$ cat config.mk
export PLATFORM = sky130hd
export DESIGN_NAME = pwm_reg_ctrl
export DESIGN_NICKNAME = d
export VERILOG_FILES = /design/src/rtl/pwm_reg_pkg.sv /design/src/rtl/pwm_timebase.sv /design/src/rtl/pwm_reg_ctrl.sv
export SDC_FILE = /design/constraint.sdc
export NUM_CORES = 1
export LEC_CHECK = 0
export ABC_AREA = 0
export CAP_MARGIN = 5
export CELL_PAD_IN_SITES_DETAIL_PLACEMENT = 0
export CELL_PAD_IN_SITES_GLOBAL_PLACEMENT = 1
export CORE_MARGIN = 2
export CORE_UTILIZATION = 30
export CTS_CLUSTER_DIAMETER = 50
export DETAILED_ROUTE_END_ITERATION = 12
export PLACE_DENSITY = 0.63
export SLEW_MARGIN = 20
export SYNTH_ARGS = -nofsm -noshare
export SYNTH_HDL_FRONTEND = slang
export SYNTH_SLANG_ARGS = --single-unit
$ cat constraint.sdc
create_clock -name clk -period 5.4 [get_ports clk]
set_clock_uncertainty 0.15 [all_clocks]
set_input_delay 1.62 -clock clk [delete_from_list [all_inputs] [get_ports clk]]
set_output_delay 1.62 -clock clk [all_outputs]
set_load 0.02 [all_outputs]
$ cat src/rtl/pwm_reg_pkg.sv
// Shared types and constants for the PWM register controller.
package pwm_reg_pkg;

    typedef enum logic [1:0] {
        IDLE = 2'd0,
        ADDR = 2'd1,
        DATA = 2'd2
    } state_e;

    localparam int CTRL_EN_BIT  = 0;
    localparam int CTRL_INV_BIT = 1;
    localparam int PTR_W        = 5;

endpackage

$ cat src/rtl/pwm_timebase.sv
// PWM timebase: prescaler tick plus period step counter (0 .. 2^DUTY_W-2).
// wrap_o is a level marking the final step; the counter wraps on the next tick.
module pwm_timebase #(
    parameter int DUTY_W   = 8,
    parameter int PRESCALE = 47
) (
    input  logic              clk,
    input  logic              rst,
    output logic [DUTY_W-1:0] cnt_o,
    output logic              tick_o,
    output logic              wrap_o
);

    localparam int                PS_W    = (PRESCALE > 0) ? $clog2(PRESCALE + 1) : 1;
    localparam logic [PS_W-1:0]   PS_MAX  = PS_W'(PRESCALE);
    localparam logic [DUTY_W-1:0] CNT_MAX = DUTY_W'((1 << DUTY_W) - 2);

    logic [PS_W-1:0]   ps_q, ps_d;
    logic [DUTY_W-1:0] cnt_q, cnt_d;

    always_comb begin
        tick_o = (ps_q == PS_MAX);
        wrap_o = (cnt_q == CNT_MAX);
        ps_d   = tick_o ? '0 : ps_q + 1'b1;
        cnt_d  = cnt_q;
        if (tick_o) begin
            cnt_d = wrap_o ? '0 : cnt_q + 1'b1;
        end
    end

    always_ff @(posedge clk) begin
        if (rst) begin
            ps_q  <= '0;
            cnt_q <= '0;
        end else begin
            ps_q  <= ps_d;
            cnt_q <= cnt_d;
        end
    end

    assign cnt_o = cnt_q;

endmodule

$ cat src/rtl/pwm_reg_ctrl.sv
// I2C-fed register file and PWM comparator bank. Define PWM_SYNC_UPDATE_EN to
// stage duty writes in shadow registers committed at the period wrap.
module pwm_reg_ctrl
    import pwm_reg_pkg::*;
#(
    parameter int               NUM_CH   = 4,
    parameter int               DUTY_W   = 8,
    parameter int               PRESCALE = 47,
    parameter logic [PTR_W-1:0] CTRL_ADR = 5'h10
) (
    input  logic              clk,
    input  logic              rst,
    input  logic              rx_start,
    input  logic              rx_stop,
    input  logic              rx_valid,
    input  logic [7:0]        rx_data,
    output logic [NUM_CH-1:0] pwm_out,
    output logic              reg_err,
    output logic              ctrl_en
);

    state_e                         state_q, state_d;
    logic [PTR_W-1:0]               ptr_q, ptr_d;
    logic [1:0]                     ctrl_q, ctrl_d;
    logic [NUM_CH-1:0][DUTY_W-1:0]  duty_q, duty_d, active;
    logic                           reg_err_q, reg_err_d;
    logic [NUM_CH-1:0]              pwm_q, pwm_d;
    logic                           wr_en;
    logic [DUTY_W-1:0]              cnt;
    logic                           tick, wrap;

    pwm_timebase #(
        .DUTY_W  (DUTY_W),
        .PRESCALE(PRESCALE)
    ) u_timebase (
        .clk   (clk),
        .rst   (rst),
        .cnt_o (cnt),
        .tick_o(tick),
        .wrap_o(wrap)
    );

    // A start always wins and discards a coincident byte; a stop lets the byte land first.
    always_comb begin
        state_d   = state_q;
        ptr_d     = ptr_q;
        ctrl_d    = ctrl_q;
        duty_d    = duty_q;
        reg_err_d = 1'b0;
        wr_en     = 1'b0;
        if (rx_start) begin
            state_d = ADDR;
        end else begin
            if (rx_valid) begin
                case (state_q)
                    ADDR: begin
                        ptr_d   = rx_data[PTR_W-1:0];
                        state_d = DATA;
                    end
                    DATA: begin
                        wr_en = 1'b1;
                        ptr_d = ptr_q + 1'b1;
                    end
                    default: ;
                endcase
            end
            if (rx_stop) begin
                state_d = IDLE;
            end
        end
        if (wr_en) begin
            if (ptr_q == CTRL_ADR) begin
                ctrl_d = rx_data[1:0];
            end else if (32'(ptr_q) >= NUM_CH) begin
                reg_err_d = 1'b1;
            end else begin
                for (int i = 0; i < NUM_CH; i++) begin
                    if (32'(ptr_q) == i) duty_d[i] = rx_data[DUTY_W-1:0];
                end
            end
        end
    end

    always_ff @(posedge clk) begin
        if (rst) begin
            state_q   <= IDLE;
            ptr_q     <= '0;
            ctrl_q    <= '0;
            duty_q    <= '0;
            reg_err_q <= 1'b0;
            pwm_q     <= '0;
        end else begin
            state_q   <= state_d;
            ptr_q     <= ptr_d;
            ctrl_q    <= ctrl_d;
            duty_q    <= duty_d;
            reg_err_q <= reg_err_d;
            pwm_q     <= pwm_d;
        end
    end

`ifdef PWM_SYNC_UPDATE_EN
    logic [NUM_CH-1:0][DUTY_W-1:0] active_q;

    // duty_d so that a write landing on the wrap cycle joins this commit
    always_ff @(posedge clk) begin
        if (rst) begin
            active_q <= '0;
        end else if (tick && wrap) begin
            active_q <= duty_d;
        end
    end

    assign active = active_q;
`else
    logic unused_timebase;

    // timebase strobes only drive the commit in the synchronous build
    assign unused_timebase = tick ^ wrap;
    assign active          = duty_q;
`endif

    for (genvar g = 0; g < NUM_CH; g++) begin : g_cmp
        assign pwm_d[g] = ctrl_q[CTRL_EN_BIT] & ((cnt < active[g]) ^ ctrl_q[CTRL_INV_BIT]);
    end

    assign pwm_out = pwm_q;
    assign reg_err = reg_err_q;
    assign ctrl_en = ctrl_q[CTRL_EN_BIT];

endmodule
# Word-level counts from Yosys, hierarchy flattened
# Index checks and enable logic that the tools add are counted.
[totals] reg_bits=60 latchBits=0 ram_bits=0 rom_bits=0 in_bits=13 out_inout_bits=6 wordCells=65 n_memories=0
[op_classes] n_addsub=3 multipliers=0 div=0 magnitude_cmp=5 eq_ne=8 shift=0 n_mux=10 bitwise_logic=12 n_reduce_logical=15
[op_table] operator="$lt A8 B8 Y1" n=4
[op_table] operator="$reduce_and A4 Y1" n=4
[op_table] operator="$eq A5 B2 Y1 const B" n=2
[op_table] operator="$pmux W5 S2" n=1
[op_table] operator="$add A8 B1 Y8 const B" n=1
[op_table] operator="$eq A8 B8 Y1 const B" n=1
[op_table] operator="$mux W1" n=8
[op_table] operator="$mux W8" n=1
[op_table] operator="$add A6 B1 Y6 const B" n=1
[op_table] operator="$eq A6 B6 Y1 const B" n=1
[op_table] operator="$reduce_and A2 Y1" n=3
[op_table] operator="$reduce_bool A3 Y1" n=2
[op_table] operator="$reduce_or A3 Y1" n=2
[op_table] operator="$add A5 B1 Y5 const B" n=1
[op_table] operator="$eq A5 B1 Y1 const B" n=1
[op_table] operator="$eq A5 B5 Y1 const B" n=1
[op_table] operator="$ge A5 B3 Y1 const B" n=1
[op_table] operator="$logic_not A5 Y1" n=1
[op_table] operator="$and A1 B1 Y1" n=4
[op_table] operator="$not A1 Y1" n=4
[op_table] operator="$xor A1 B1 Y1" n=4
[op_table] operator="$reduce_and A3 Y1" n=1
[op_table] operator="$eq A2 B1 Y1 const B" n=1
[op_table] operator="$eq A2 B2 Y1 const B" n=1
[op_table] operator="2 further kinds" n=2

# Depth between registers and ports, before layout
[logic_depth] depth_word=6 mapped_depth=7 mapped_depth_nobuf=7

# By module
# From an unflattened synthesis, not the netlist that was laid out.
[hier_totals] hier_cells=376 hier_area_um2=3256.9
[modules_own_cells] mod="pwm_reg_ctrl" instances=1 cells_each=308 area_each_um2=2613.8 seq_area_each_um2=920.9
[modules_own_cells] mod="pwm_timebase" instances=1 cells_each=68 area_each_um2=643.1 seq_area_each_um2=280.3

# Worst setup path after synthesis
# Ideal clock, no wire load.
[synth_timing] kind="input-to-reg" from="input rx_start" to="register duty_q (netlist bit active[0])" setup_time_ns=0.070 arrival_time_ns=2.621 required_ns=5.180 setup_slack_ns=2.559 stages=5 n_path_buf=1 path_cell_list="nand2b_1 -> nor4_4 -> buf_2 -> nand3_1 -> a21oi_1"
[synth_via] elab_chain_cells=2
[synth_rtl] item="start, declared" line_no="pwm_reg_ctrl.sv:13" source="input logic rx_start,"
[synth_rtl] item="$mux W1" line_no="pwm_reg_ctrl.sv:51" source="if (rx_start) begin"
[synth_rtl] item="$reduce_and A4 Y1 (no source line)"
[synth_rtl] item="end signal, assigned" line_no="pwm_reg_ctrl.sv:96" source="duty_q <= duty_d;"
[synth_rtl] item="end, declared" line_no="pwm_reg_ctrl.sv:25" source="logic [NUM_CH-1:0][DUTY_W-1:0] duty_q, duty_d, active;"
# Every way passes these cells.
# A chain may end at the register's enable or synchronous reset.

# Worst setup path in the final report
[layout_timing] from="input rx_start" to="register duty_q (netlist bit active[22])"
# The elaborated chain is that of the path after synthesis.

==> out/results.txt <==
CP peak stage delay: 0.43 ns
CP Class: input pin to flip-flop
most frequent cells in the layout: dfxtp_1, nand2_1, nand3_1
main area contributors after synthesis: dfxtp_1, ha_1, nand3_1
number of distinct library cells after synthesis: 35
Placer Congestion: 0.7921
initial detailed-routing violation count: 77
Initial Util: 30.62%
Top Ports: 19
die area: 11280 um2
ys flop type: dfxtp_1
Req. time, crit path: 5.43 ns
aggregate global routing overflow: 0
Slew @ Worst Pin: 0.9702 ns
Area Overhead vs Synth: 15.10%
RSZ-0062 raised after global routing: no
htree depth: 3
clk buf depth: 2
Final Setup Violations: 0
hold_ws: 0.3063 ns
hold-critical path endpoint: active[25]$_SDFFE_PP0P_
TNS Setup: 0 ns
cell mode on critical path: nand2_1
Max transition margin: 35.32%
Die Y: 106.2 um
port bufs: 18
post-CTS resize count: 0
Final Hold Viols: 0
PwrDens: 235.9 nW/um2
Max IR drop VDD: 0.1196 mV
status: complete, no violations
initial antenna violation count: 0
FFs w/ async S/R, synth: 0%
Mapped Nets: 428
# clock sinks: 60
max_cap viols: 0
Die X: 106.2 um
# diodes: 0
Post-CTS Setup Inserts: 0
final std cells w/o fill: 534
vias in the first global route: 2473
Post-CTS Hold Fix Bufs: 0
Tmin final: 3.361 ns
post-synth top area share: 38.34%
CTS Root Cell: clkbuf_8
Final HPWL DP: 5186 um
RR Endpoint: pwm_out[3]$_SDFF_PP0_
largest area contributor in the netlist: dfxtp_1
Mapped Cells: 378
Avg Inst Size Synth: 8.288 um2
Min-Delay Startpoint: active[25]$_SDFFE_PP0P_
crit share post-route: 62.24%
Total Wirelength: 7634 um
synthesized area: 3133 um2
core area: 10230 um2
Reg2Reg Launch Point: u_timebase.cnt_o[1]$_SDFFE_PP0P_
first-pass GRT wire length: 12550 um
Worst setup EP type: flip-flop
largest net degree at the start of global routing: 53
row cnt: 37
Synth Register Bits: 60
Final Util: 35.25%
EDFF count, synth: 0
crit-path max FO: 36
most common cell after layout, fill and taps aside: dfxtp_1
slowest stage cell on the critical path: clkdlybuf4s50_1
Clk pin slew, worst setup/hold paths: 0.08 ns
drt first pass iters: 4
total power: 0.0008508 W
yosys warns: 0
CP Cell Sequence: clkdlybuf4s50_1 > nand2b_1 > nor4_4 > buf_4 > nand2_1 > nand2_1 > a21oi_1
Skew-Pair Late Insertion Delay: 0.34 ns
CTS tree: yes
r2r setup slk: 3.10 ns
WHS Path Cells: 2
All-Layer GR Usage: 14.41%
Hold Crit Class: flip-flop to flip-flop
cell count after placement: 518
Post-route DRC: 0
vias per cell: 4.831
Via Count: 2580
Worst Reg2Reg Path Length in Cells: 5
total CTS buffers: 9
Layout Nets: 443
Peak Freq: 297.5 MHz
layout cell share with drive strength beyond 1: 5.276%
Final Max Tran Viols: 0
leakage: 1.213 nW
CP startpoint kind: input pin
post-synthesis sequential area ratio: 38.34%
WL/cell: 14.30 um
Crit path arrival time: 3.39 ns
Post-DRT Antenna Nets: 0
[worst max-delay path by stage]
| stage | endpoint | slack, ns | cells past startpoint | from |
|---|---|---|---|---|
| floorplan | active[0]$_SDFFE_PP0P_ | 2.56 | 5 | rx_start |
| global placement | active[27]$_SDFFE_PP0P_ | 1.74 | 7 | rx_start |
| detailed placement | active[22]$_SDFFE_PP0P_ | 1.70 | 7 | rx_start |
| CTS | active[28]$_SDFFE_PP0P_ | 2.06 | 7 | rx_start |
| global route | active[28]$_SDFFE_PP0P_ | 1.89 | 7 | rx_start |
| finish | active[22]$_SDFFE_PP0P_ | 2.04 | 7 | rx_start |
[registers in the layout, summed over array words and instances, names as in the netlist]
| name | count |
|---|---|
| u_timebase.cnt_o | 8 |
| ctrl_q | 2 |
| reg_err | 1 |
| ptr_q | 5 |
| active | 32 |
| pwm_out | 4 |
| u_timebase.ps_q | 6 |
| state_q | 2 |
[report_power, final]
group | switching (W) | internal, W
logic | 0.0000245 | 0.0000151
clock network | 0.000185 | 0.000177
registers | 0.00000352 | 0.000446
[Yosys cell counts, drive strengths merged, types with 3 or more instances]
master and count:
and3 3, buf 4, a21oi 40, o21ai 7, mux2i 7, xor2 7, a22oi 3, nand4 4
a41oi 4, o21a 4, nand2b 7, nor3 4, ha 37, nor2 16, nand3 43, clkbuf 12
inv 36, nand2 51, a2111oi 5, o21bai 5, dfxtp 60
[cell type report]
cell class / count / area [um2]
Inverter: 36 / 135.1
Clock buffer: 10 / 137.6
Multi-Input combinational cell: 266 / 1732
Sequential cell: 60 / 1201
Fill cell: 1090 / 6625
Timing Repair Buffer: 20 / 190.2
Tap cell: 136 / 170.2
Clock inverter: 6 / 40.04
[per-layer routing]
metal | share of wire, % | track usage, %
met1 | 51 | 18.39
met2 | 45 | 24.18
met3 | 2.9 | 3.372
met4 | 1.1 | 4.229
met5 | 0 | 0
[cell families (layout without fill, tap and decap cells)]
logic type               count (synthesis)  in the layout  share of synthesized area [%]
XOR/XNOR                                 9              9                          2.516
AO/OA/AOI/OAI                           75             75                          14.66
adder cells (fa/ha/maj)                 37             37                          14.78
multiplexers                             7              7                          2.237
AND/OR/NAND/NOR                        138            138                          21.09
buffers and inverters                   52             72                          6.390
flip-flops                              60             60                          38.34
[metrics by stage]
step	area, um2	worst slack, ns
after floorplan	3133	2.559
after global placement	3428	1.736
after detailed placement	3428	1.698
after CTS	3606	2.056
after global routing	3606	1.887
final	3606	2.039
[critical path: cells and delay by family]
family	cells	cell delay [ns]
AO/OA/AOI/OAI	1	0.08
buffers and inverters	2	0.81
AND/OR/NAND/NOR	4	0.88
Note: power is estimated with default switching activity, not from simulation.
